## src/rtl/inst_sequencer_if.sv

```systemverilog
// inst_sequencer_if: control, fetch, data-memory and MAC handshake bundle of the sequencer
//   master (sequencer): drives imem_req/imem_addr, inst, dmem_req/dmem_we, rf_we,
//                       mac_start, pc, busy, err; receives start, stop and the acks/rdata
//   slave (environment): the mirror image
interface inst_sequencer_if #(
    parameter int ISA_WIDTH = 16,
    parameter int PC_WIDTH  = 8
);
    logic                 start;
    logic                 stop;
    logic                 imem_req;
    logic [PC_WIDTH-1:0]  imem_addr;
    logic                 imem_ack;
    logic [ISA_WIDTH-1:0] imem_rdata;
    logic [ISA_WIDTH-1:0] inst;
    logic                 dmem_req;
    logic                 dmem_we;
    logic                 dmem_ack;
    logic                 rf_we;
    logic                 mac_start;
    logic                 mac_done;
    logic [PC_WIDTH-1:0]  pc;
    logic                 busy;
    logic                 err;
    modport master (
        input  start, stop, imem_ack, imem_rdata, dmem_ack, mac_done,
        output imem_req, imem_addr, inst, dmem_req, dmem_we, rf_we, mac_start, pc, busy, err
    );
    modport slave (
        output start, stop, imem_ack, imem_rdata, dmem_ack, mac_done,
        input  imem_req, imem_addr, inst, dmem_req, dmem_we, rf_we, mac_start, pc, busy, err
    );
endinterface

```

## src/rtl/inst_sequencer.sv

```systemverilog
// inst_sequencer: fetch/decode/execute sequencer for LOAD, STORE, MOV and MAC instructions
//   clk, rst : single clock, synchronous active-high reset
//   bus      : inst_sequencer_if master port (start/stop control, instruction fetch,
//              data memory, register-file strobe, MAC handshake, pc/busy/err status)
module inst_sequencer #(
    parameter int ISA_WIDTH   = 16,
    parameter int PC_WIDTH    = 8,
    parameter int MAC_TIMEOUT = 15
) (
    input logic              clk,
    input logic              rst,
    inst_sequencer_if.master bus
);
    typedef enum logic [2:0] {IDLE, FETCH, DECODE, MEM, MACW, WB, ERR} state_t;
    state_t               state, state_nx;
    logic [PC_WIDTH-1:0]  pc_q;
    logic [ISA_WIDTH-1:0] inst_q;
    logic [3:0]           cnt;
    logic                 stop_q;
    logic [2:0]           op;
    logic                 busy;
    logic                 retire;
    logic                 stop_any;
    logic                 mac_to;
    assign op       = inst_q[ISA_WIDTH-1 -: 3];
    assign busy     = state != IDLE && state != ERR;
    // a stop arriving in the retire cycle itself still counts
    assign stop_any = stop_q | bus.stop;
    // cnt is 0 in the first MACW cycle, so this marks the last permitted wait cycle
    assign mac_to   = cnt == 4'(MAC_TIMEOUT - 1);
    always_comb begin
        state_nx = state;
        retire   = 1'b0;
        case (state)
            IDLE:    state_nx = bus.start ? FETCH : IDLE;
            FETCH:   state_nx = bus.imem_ack ? DECODE : FETCH;
            DECODE:  state_nx = (op == 3'b000 || op == 3'b001) ? MEM :
                                op == 3'b010 ? WB : op == 3'b100 ? MACW : ERR;
            MEM: begin
                retire   = bus.dmem_ack && op == 3'b001;
                state_nx = (bus.dmem_ack && op == 3'b000) ? WB : MEM;
            end
            // mac_done takes priority over a simultaneous timeout
            MACW:    state_nx = bus.mac_done ? WB : mac_to ? ERR : MACW;
            WB:      retire = 1'b1;
            ERR:     state_nx = ERR;
            default: state_nx = IDLE;
        endcase
        if (retire)
            state_nx = stop_any ? IDLE : FETCH;
    end
    always_ff @(posedge clk) begin
        if (rst) begin
            state  <= IDLE;
            pc_q   <= '0;
            inst_q <= '0;
            cnt    <= '0;
            stop_q <= 1'b0;
        end else begin
            state <= state_nx;
            if (state == IDLE && bus.start)
                pc_q <= '0;
            else if (retire)
                pc_q <= pc_q + 1'b1;
            if (state == FETCH && bus.imem_ack)
                inst_q <= bus.imem_rdata;
            // held at zero outside MACW, so it is clear on every MACW entry
            cnt    <= state == MACW ? cnt + 4'd1 : 4'd0;
            stop_q <= busy && stop_any && !retire;
        end
    end
    assign bus.imem_req  = state == FETCH;
    assign bus.imem_addr = pc_q;
    assign bus.inst      = inst_q;
    assign bus.dmem_req  = state == MEM;
    assign bus.dmem_we   = state == MEM && op == 3'b001;
    assign bus.rf_we     = state == WB;
    assign bus.mac_start = state == MACW && cnt == 4'd0;
    assign bus.pc        = pc_q;
    assign bus.busy      = busy;
    assign bus.err       = state == ERR;
endmodule

```

## src/flat_wrapper.sv

```systemverilog
// flat-port wrapper written by rule: the top's interface ports become plain ports
module inst_sequencer_flat 
#(
    parameter int ISA_WIDTH   = 16,
    parameter int PC_WIDTH    = 8,
    parameter int MAC_TIMEOUT = 15
)
  (clk, rst, bus_start, bus_stop, bus_imem_ack, bus_imem_rdata, bus_dmem_ack, bus_mac_done, bus_imem_req, bus_imem_addr, bus_inst, bus_dmem_req, bus_dmem_we, bus_rf_we, bus_mac_start, bus_pc, bus_busy, bus_err);
  inst_sequencer_if #(.ISA_WIDTH(ISA_WIDTH), .PC_WIDTH(PC_WIDTH)) bus_i ();
  input logic clk;
  input logic rst;
  input wire logic [$bits(bus_i.start)-1:0] bus_start;
  input wire logic [$bits(bus_i.stop)-1:0] bus_stop;
  input wire logic [$bits(bus_i.imem_ack)-1:0] bus_imem_ack;
  input wire logic [$bits(bus_i.imem_rdata)-1:0] bus_imem_rdata;
  input wire logic [$bits(bus_i.dmem_ack)-1:0] bus_dmem_ack;
  input wire logic [$bits(bus_i.mac_done)-1:0] bus_mac_done;
  output wire logic [$bits(bus_i.imem_req)-1:0] bus_imem_req;
  output wire logic [$bits(bus_i.imem_addr)-1:0] bus_imem_addr;
  output wire logic [$bits(bus_i.inst)-1:0] bus_inst;
  output wire logic [$bits(bus_i.dmem_req)-1:0] bus_dmem_req;
  output wire logic [$bits(bus_i.dmem_we)-1:0] bus_dmem_we;
  output wire logic [$bits(bus_i.rf_we)-1:0] bus_rf_we;
  output wire logic [$bits(bus_i.mac_start)-1:0] bus_mac_start;
  output wire logic [$bits(bus_i.pc)-1:0] bus_pc;
  output wire logic [$bits(bus_i.busy)-1:0] bus_busy;
  output wire logic [$bits(bus_i.err)-1:0] bus_err;
  assign bus_i.start = bus_start;
  assign bus_i.stop = bus_stop;
  assign bus_i.imem_ack = bus_imem_ack;
  assign bus_i.imem_rdata = bus_imem_rdata;
  assign bus_i.dmem_ack = bus_dmem_ack;
  assign bus_i.mac_done = bus_mac_done;
  assign bus_imem_req = bus_i.imem_req;
  assign bus_imem_addr = bus_i.imem_addr;
  assign bus_inst = bus_i.inst;
  assign bus_dmem_req = bus_i.dmem_req;
  assign bus_dmem_we = bus_i.dmem_we;
  assign bus_rf_we = bus_i.rf_we;
  assign bus_mac_start = bus_i.mac_start;
  assign bus_pc = bus_i.pc;
  assign bus_busy = bus_i.busy;
  assign bus_err = bus_i.err;
  inst_sequencer #(.ISA_WIDTH(ISA_WIDTH), .PC_WIDTH(PC_WIDTH), .MAC_TIMEOUT(MAC_TIMEOUT)) u_core (.clk(clk), .rst(rst), .bus(bus_i));
endmodule
```

## config.mk

```make
export PLATFORM = sky130hd
export DESIGN_NAME = inst_sequencer_flat
export DESIGN_NICKNAME = d
export VERILOG_FILES = /design/src/rtl/inst_sequencer_if.sv /design/src/rtl/inst_sequencer.sv /design/src/flat_wrapper.sv
export SDC_FILE = /design/constraint.sdc
export NUM_CORES = 1
export LEC_CHECK = 0
export ABC_AREA = 1
export ABC_CLOCK_PERIOD_IN_PS = 1900
export CAP_MARGIN = 20
export CORE_ASPECT_RATIO = 0.8
export CORE_MARGIN = 4
export CORE_UTILIZATION = 47
export DETAILED_ROUTE_END_ITERATION = 16
export HOLD_SLACK_MARGIN = 0.02
export PLACE_DENSITY = 0.93
export SYNTH_ARGS = -nofsm -noshare
export SYNTH_HDL_FRONTEND = slang
export SYNTH_SLANG_ARGS = --single-unit
export TNS_END_PERCENT = 20
```

## constraint.sdc

```tcl
create_clock -name clk -period 1.9 [get_ports clk]
set_input_delay 0.19 -clock clk [delete_from_list [all_inputs] [get_ports clk]]
set_output_delay 0.19 -clock clk [all_outputs]
set_load 0.01 [all_outputs]
```

Word-level counts from Yosys, hierarchy flattened:

Index checks and enable logic that the tools add are counted.

* memories kept: 0
* output and inout bits: 39
* bits in read-only memories: 0
* bits of input ports: 23
* latch bits: 0
* memory bits (writable): 0
* register bits after elaboration: 32
* logic and storage cells: 50

* shift-type cells: 0
* multiplexer cells: 12
* eq/ne operators: 12
* bitwise operators: 2
* divide/modulo/power cells: 0
* reductions and logical operators: 17
* $lt $le $gt $ge: 0
* add/subtract/negate cells: 2
* multipliers: 0

Operators by type and width (number)
* $pmux 3 s7: 1
* $mux 3: 5
* $eq 3x3->1 const B: 4
* $eq 3x2->1 const B: 3
* $logic_and 1x1->1: 9
* $add 8x1->8 const B: 1
* $eq 3x1->1 const B: 2
* $logic_not 3->1: 2
* $mux 2: 3
* $add 4x1->4 const B: 1
* $eq 4x4->1 const B: 1
* $logic_not 4->1: 1
* $reduce_or 2->1: 2
* $ne 3x3->1 const B: 1
* $reduce_bool 3->1: 1
* $mux 1: 2
* $ne 2x1->1 const B: 1
* $pmux 1 s2: 1
* $logic_not 1->1: 1
* $logic_or 1x1->1: 1
* $not 1->1: 1
* $or 1x1->1: 1

Longest topological paths before layout:

Gate-level depths: netlist of the first run.

* depth after elaboration: 6
* mapped depth: 8
* gate-level depth less buffers: 8

Worst setup path before layout of the first run:

OpenSTA, ideal clock, no wires.

* kind: register to register
* start point: register u_core.state[2]
* end point: register u_core.inst_q[14] (netlist: u_core.bus.inst[14])
* slack: 0.674 ns
* library setup time: 0.121 ns
* data arrival time: 1.105 ns
* path buffers: 2
* required time: 1.779 ns
* period minus slack after synthesis: 1.226 ns
* cell stages (with the launch flop): 7
* cells stage by stage: dfxtp_1 -> buf_2 -> nor3_4 -> nand2_1 -> buf_2 -> o21ai_1 -> a21oi_1

* longest elaborated chain between the ends: 2

Ends and longest elaborated chain
* start: declaration: line inst_sequencer.sv:15 `state_t state, state_nx;`
* start signal: assignment: line inst_sequencer.sv:60 `state <= state_nx;`
* $eq 3x1->1: line inst_sequencer.sv:65 `if (state == FETCH && bus.imem_ack)`
* $logic_and 1x1->1: line inst_sequencer.sv:65
* end signal: assignment: line inst_sequencer.sv:66 `inst_q <= bus.imem_rdata;`
* end: declaration: line inst_sequencer.sv:17 `logic [ISA_WIDTH-1:0] inst_q;`

No other way between the ends.
A chain may end at the register's enable or synchronous reset.

Worst setup path after layout of the first run:

* start point: register u_core.state[2]
* end point: output port bus_imem_req

* longest elaborated chain between the ends: 1

Ends and longest elaborated chain
* $eq 3x1->1: line inst_sequencer.sv:72 `assign bus.imem_req = state == FETCH;`
* end: declaration: line flat_wrapper.sv:18 `output wire logic [$bits(bus_i.imem_req)-1:0] bus_imem_req;`

No other way between the ends.

==> run_results.csv, run 1 <==
group,metric,value,unit
power_and_ir_drop,intPower,1.26,mW
cells_and_area,antenna_cells,0,
yosys,synthesis.nets,249,
worst_setup_path,cp-start-kind,"register",
routing,dr.pass1.iters,4,
yosys,synthAdderAreaFrac,3.11,%
routing,wl,4.47,mm
die,ios,62,
yosys,synth.avg_cell_area,7.26,sq um
yosys,synthCells,222,
worst_setup_path,critPathKind,"reg -> out",
clock_tree,clock_sinks,32,
grt,antenna_found_initial,0,
power_and_ir_drop,p_per_area,747,mW/mm^2
power_and_ir_drop,p_leak,0.878,nW
yosys,netlist.area_leader.share,39.8,%
die,die_h,60.4,um
cells_and_area,nets,309,
timing,worst_pin_slew,0.297,ns
routing,ant_nets,0,
place,portBuffers,61,
yosys,yosys_warnings,0,
worst_setup_path,crit_path_max_fanout,9,
power_and_ir_drop,seq_power_share,42.6,%
clock_tree,max-clock-path-buffers,2,
grt,grt_pass1_vias,1509,
routing,route.vias.total,1710,
yosys,yosys.area.top_type,"dfxtp_1",
die,initial_utilization,50.4,%
cells_and_area,drive_gt1_share,10.2,%
grt,grt_overflow,0,
die,dieArea,0.00444,sq mm
power_and_ir_drop,ir_drop,574,uV
timing,setup_viol,0,
worst_setup_path,path_cells,"buf_4 -> nor3_4 -> clkdlybuf4s50_1",
yosys,yosys-top-cells-area,"dfxtp_1, nand2_1, nand3_1",
yosys,syn-cell-area,0.00161,sq mm
die,rows,18,
routing,viasPerCell,5.29,
timing,hold_violations,0,
grt,grt_start_max_net_pins,16,
timing,timing.fmax,0.545,GHz
routing,dr_wl_met2,2.04,mm
routing,wl_met3,513,um
yosys,ys_seq_elements,32,
timing,skew,0.0102,ns
routing,avgRoutedWirePerCell,13.8,um
place,dp_hpwl,3.15,mm
yosys,synth_mux_area_share,0,%
routing,post-route-drc-count,0,
clock_tree,clk_pin_slew_worst_paths,0.07,ns
min_path,worstHoldPathType,"reg -> reg",
worst_setup_path,cp-end-kind,"output pin",
clock_tree,cts_tree,"built",
die,dieWidth,73.5,um
routing,drt_iter0_markers,144,
routing,top_layer,"met4",
timing,max-slew-margin-rel,80.2,%
worst_setup_path,arrival,1.64,ns
grt,grt_pass1_wl,6.94,mm
timing,slew_viol_final,0,
clock_tree,cts-buffers-inserted,5,
worst_setup_path,cp.required,1.71,ns
power_and_ir_drop,swShare,27.9,%
clock_tree,htreeDepth,2,
place,place_congestion,0.804,
grt,grt.total_usage,20.7,%
cells_and_area,utilization,73.3,%
yosys,synth_top_family_by_area,"simple AND/OR/NAND/NOR gates",
yosys,synth.distinct_cells,27,
worst_setup_path,crit_slowest_cell,"clkdlybuf4s50_1",
yosys,synth-xor-area-share,2.17,%
routing,met1Wirelength,1.85,mm
clock_tree,hold_buffers,0,
outcome,status,"finished, final reports clean",
yosys,synth_ff_type,"dfxtp_1",
yosys,synth-async-reset-ratio,0,%
yosys,synth_simple_gate_area_share,34.8,%
yosys,synth_compound_area_share,10.4,%
power_and_ir_drop,p_clk_share,37.3,%
power_and_ir_drop,power_frac_comb,20.1,%
cells_and_area,design_area,0.00234,sq mm
clock_tree,clockRootBuffer,"clkbuf_8",
yosys,synth_edf_count,0,
timing,finalCritPeriodShare,96.5,%
die,core,0.00320,sq mm
clock_tree,clk_latency,0.29,ns
yosys,synth.yosys.seq_area_share,39.8,%
cells_and_area,syn2layout_area_growth,45.5,%
power_and_ir_drop,power_switching,0.488,mW
timing,min_period,1.83,ns
run,cap_violations,0,
worst_setup_path,slowest_delay,0.60,ns
place,dpl-instance-area,0.00221,sq mm
[cell families (layout without fill, tap and decap cells)]
kind of cell	Yosys count	after routing
AND/OR/NAND/NOR	118	118
buffers and inverters	31	92
XOR/XNOR	4	4
adder cells (fa/ha/maj)	4	4
flip-flops	32	32
AO/OA/AOI/OAI	33	33
[metal layers]
| metal | up-vias | track usage [%] |
|---|---|---|
| met1 | 770 | 25.4 |
| met5 | - | 0 |
| met3 | 7 | 9.27 |
| met4 | 0 | 9.30 |
| met2 | 89 | 31.3 |
| li1 | 844 | - |
[Yosys cell counts, drive strengths merged (2+ instances only)]
library cell  number
xor2               2
dfxtp             32
ha                 4
nand3             33
clkbuf             3
xnor2              2
a21oi             27
nand4              3
nand2             52
nor3               5
o21ai              5
inv               15
nand3b             3
buf               13
nor2              20
[worst max-delay path, delay by kind of cell (launching register included)]
| kind | cells | cell delay [ns] |
|---|---|---|
| flops | 1 | 0.32 |
| buf+inv | 2 | 0.77 |
| simple gates | 1 | 0.26 |
[final timing paths]
check,start,end,slack [ns],cells after the start
max,u_core.state[2],bus_imem_req,0.07,3
min,u_core.bus.inst[12],u_core.bus.inst[12],0.46,2
max reg2reg,u_core.state[2],u_core.bus.inst[9],0.42,6
min reg2reg,u_core.bus.inst[12],u_core.bus.inst[12],0.46,2
[timing repair]
| item | in CTS | in global routing |
|---|---|---|
| endpoints found under the hold margin | 0 | 0 |
| gates resized for setup | 4 | 1 |
| setup endpoints to repair | 5 | 2 |
| buffers inserted | 0 | 3 |
| pin swaps | 0 | 1 |
[per-stage QoR]
stage	setup WS, ns	hold WS [ns]	cells	setup TNS [ns]	total power, mW
global placement	0.259	0.446	312	0	1.10
floorplan	0.674	0.354	222	0	0.936
global route	-0.00318	0.458	323	-0.00318	1.83
detailed placement	0.244	0.454	312	0	1.10
finish	0.0658	0.460	323	0	1.75
CTS	0.0231	0.463	320	0	1.75
[sequential cells by signal, indices dropped and copies added, names as in the netlist]
signal / flops
u_core.cnt: 4
u_core.bus.inst: 16
u_core.stop_q: 1
u_core.bus.imem_addr: 8
u_core.state: 3
[power groups by stage]
stage	Clock [mW]	Sequential, mW	Combinational (mW)
after CTS	0.657	0.745	0.346
after global placement	0	0.755	0.343
after floorplan	0	0.757	0.179
after detailed placement	0	0.757	0.346
final	0.654	0.746	0.352
after global routing	0.702	0.751	0.380
[final cells by class]
class,instances,area (sq um)
Fill cell,230,853
Multi-Input combinational cell,159,818
Timing Repair Buffer,69,669
Sequential cell,32,643
Clock buffer,6,72.6
Inverter,15,56.3
Tap cell,40,50.0
Clock inverter,2,35.0
[placed cells by master, fill, tap and decap left out, types with 4 or more instances in the layout]
master            n
clkdlybuf4s50_1  60
nand2_1          49
nand3_1          32
dfxtp_1          30
a21oi_1          27
nor2_1           18
inv_1            12
buf_4             8
clkbuf_8          5
o21ai_1           4
ha_1              4
Note: power is estimated with default switching activity, not from simulation.
==> run 2: changes to the inputs <==
- ABC_AREA: 1 -> 0
- CAP_MARGIN: 20 -> default
- CORE_UTILIZATION: 47 -> 46
==> run_results.csv, run 2 <==
group,metric,value,unit
cells_and_area,largest_reg_flops,16,
yosys,synth_ff_type,"dfxtp_1",
worst_setup_path,crit_slowest_cell,"clkdlybuf4s50_1",
cells_and_area,antenna_cells,0,
run,cap_violations,0,
power_and_ir_drop,ir_drop,431,uV
timing,grt_setup_unrepaired,"yes",
routing,viasPerCell,5.09,
place,portBuffers,61,
die,ios,62,
clock_tree,hold_buffers,0,
cells_and_area,multi_input_area,763,sq um
cells_and_area,design_area,0.00225,sq mm
timing,min_period,1.87,ns
power_and_ir_drop,p_clk_share,34.6,%
die,die_h,59.6,um
timing,max-slew-margin-rel,65.3,%
yosys,synth.yosys.seq_area_share,41.8,%
die,dieWidth,72.5,um
routing,dr.pass1.iters,4,
clock_tree,cts_tree,"built",
grt,grt_overflow,0,
grt,grt_pass1_wl,6.28,mm
place,place_ws,0.146,ns
timing,finalCritPeriodShare,98.2,%
yosys,synth.avg_cell_area,8.33,sq um
min_path,worstHoldPathType,"in -> reg",
grt,antenna_found_initial,0,
cells_and_area,nets,270,
die,dieArea,0.00433,sq mm
timing,setup_viol,0,
yosys,netlist.area_leader.share,41.8,%
worst_setup_path,cp-start-kind,"register",
worst_setup_path,crit_path_max_fanout,8,
clock_tree,clk_pin_slew_worst_paths,0.06,ns
clock_tree,clockRootBuffer,"clkbuf_8",
power_and_ir_drop,swShare,25.5,%
power_and_ir_drop,p_leak,0.839,nW
worst_setup_path,critPathKind,"reg -> out",
worst_setup_path,slowest_delay,0.53,ns
power_and_ir_drop,intPower,1.15,mW
timing,fin_setup_tns,0,ns
grt,grt_pass1_vias,1396,
timing,hold_violations,0,
outcome,status,"finished, final reports clean",
timing,fin_ws,0.0343,ns
timing,worst_pin_slew,0.519,ns
place,place_congestion,0.779,
cells_and_area,seqCellArea,651,sq um
worst_setup_path,path_cells,"inv_1 -> nor3_2 -> and3_1 -> clkdlybuf4s50_1",
cells_and_area,final_common_cell,"clkdlybuf4s50_1",
clock_tree,cts-buffers-inserted,5,
power_and_ir_drop,seq_power_share,47.8,%
power_and_ir_drop,power_frac_comb,17.6,%
yosys,yosysMostFrequentCell,"nand2_1",
die,core,0.00313,sq mm
grt,grt_start_max_net_pins,17,
routing,wl,3.87,mm
place,dp_hpwl,2.75,mm
routing,ant_nets,0,
yosys,synth-async-reset-ratio,0,%
routing,post-route-drc-count,0,
grt,grt.total_usage,18.9,%
timing,skew,0.00261,ns
routing,drt_iter0_markers,78,
worst_setup_path,cp-end-kind,"output pin",
worst_setup_path,cp.required,1.71,ns
routing,route.vias.total,1445,
yosys,yosys-top-cells-area,"dfxtp_1, nand2_1, a21oi_1",
timing,slew_viol_final,0,
yosys,syn-cell-area,0.00153,sq mm
die,initial_utilization,49.0,%
cells_and_area,utilization,71.9,%
yosys,yosys_warnings,0,
cells_and_area,fillers,255,
cells_and_area,syn2layout_area_growth,46.9,%
cells_and_area,drive_gt1_share,9.43,%
timing,timing.fmax,0.536,GHz
clock_tree,clock_sinks,32,
clock_tree,htreeDepth,2,
yosys,synthesis.nets,211,
cells_and_area,layout_common_cells,"clkdlybuf4s50_1, nand2_1, dfxtp_1",
yosys,synth.distinct_cells,35,
yosys,synthCells,184,
routing,avgRoutedWirePerCell,13.6,um
worst_setup_path,arrival,1.68,ns
yosys,synth_edf_count,0,
yosys,ys_seq_elements,32,
clock_tree,clk_latency,0.28,ns
yosys,yosys.area.top_type,"dfxtp_1",
clock_tree,max-clock-path-buffers,2,
place,dpl-instance-area,0.00213,sq mm
yosys,synthTopCellsByCount,"nand2_1, dfxtp_1, a21oi_1, nor2_1, buf_4",
power_and_ir_drop,power_switching,0.394,mW
power_and_ir_drop,p_per_area,686,mW/mm^2
die,rows,18,
timing,hold_slack,0.448,ns
==> run 2: cell types whose count changed in the layout (fill, tap and decap cells not counted), moves of 3 or more <==
cell and delta:
nand3b_1 -3, nor3b_1 +3, and3_1 +3, or3_1 +6
inv_2 -3, nand2_1 -13, inv_1 -6, nor3_1 -3
nand3_1 -29, o21ai_0 +3, nor2_1 -8
==> run 2: path summary, 6_finish.rpt <==
check	from	end	slack [ns]	cells after the start
worst max-delay path	u_core.state[2]	bus_mac_start	0.03	4
worst min-delay path	bus_imem_rdata[15]	u_core.bus.inst[15]	0.45	3
worst max register to register	u_core.bus.inst[15]	u_core.state[0]	0.21	5
worst min register to register	u_core.bus.inst[4]	u_core.bus.inst[4]	0.45	2
==> run 2: power by group through the flow <==
| stage | clock [mW] | combinational [mW] | sequential [mW] |
|---|---|---|---|
| 2_1_floorplan | 0 | 0.126 | 0.745 |
| 3_3_place_gp | 0 | 0.262 | 0.747 |
| 3_5_place_dp | 0 | 0.266 | 0.750 |
| 4_1_cts | 0.546 | 0.273 | 0.735 |
| 5_1_grt | 0.585 | 0.298 | 0.742 |
| 6_report | 0.534 | 0.273 | 0.738 |
==> run 2: layout make-up <==
| type | count | share of cell area [%] |
|---|---|---|
| clock buffers | 8 | 4.00 |
| inverters | 6 | 1.00 |
| well taps | 40 | 2.22 |
| multi-input cells | 129 | 33.9 |
| flip-flops and latches | 32 | 28.9 |
| repair buffers | 69 | 30.0 |
==> run 2: kinds of logic after synthesis <==
| family | synth area share, % |
|---|---|
| buffers and inverters | 8.73 |
| DFF | 41.8 |
| xor gates and xnor gates | 2.86 |
| and+or+nand+nor | 25.8 |
| AOI/OAI and AO/OA | 16.9 |
| muxes | 0.653 |
| adders and majority gates | 3.27 |
==> run 2: critical path: cells and delay by family, from the launching register on <==
kind | cells | cell delay (ns)
buffers and inverters | 2 | 0.61
and+or+nand+nor | 2 | 0.38
DFF | 1 | 0.40
==> run 2: what timing repair did <==
action / 4_1_cts / 5_1_grt
pin swaps: 1 / 0
setup endpoints to repair: 6 / 5
buffers inserted: 1 / 0
resized for setup: 4 / 5
==> run 2: metrics by stage <==
step,total power [mW],std cells
after floorplan,0.871,184
after global placement,1.01,275
after detailed placement,1.02,275
after CTS,1.55,284
after global routing,1.63,284
final,1.55,284
==> run 2: metal layers <==
| metal | share of wire (%) | global-route usage, % | vias up |
|---|---|---|---|
| li1 | - | - | 744 |
| met1 | 45 | 23.5 | 654 |
| met2 | 45 | 29.6 | 42 |
| met3 | 7.9 | 7.46 | 5 |
| met4 | 1.4 | 7.11 | 0 |
| met5 | 0 | 0 | - |
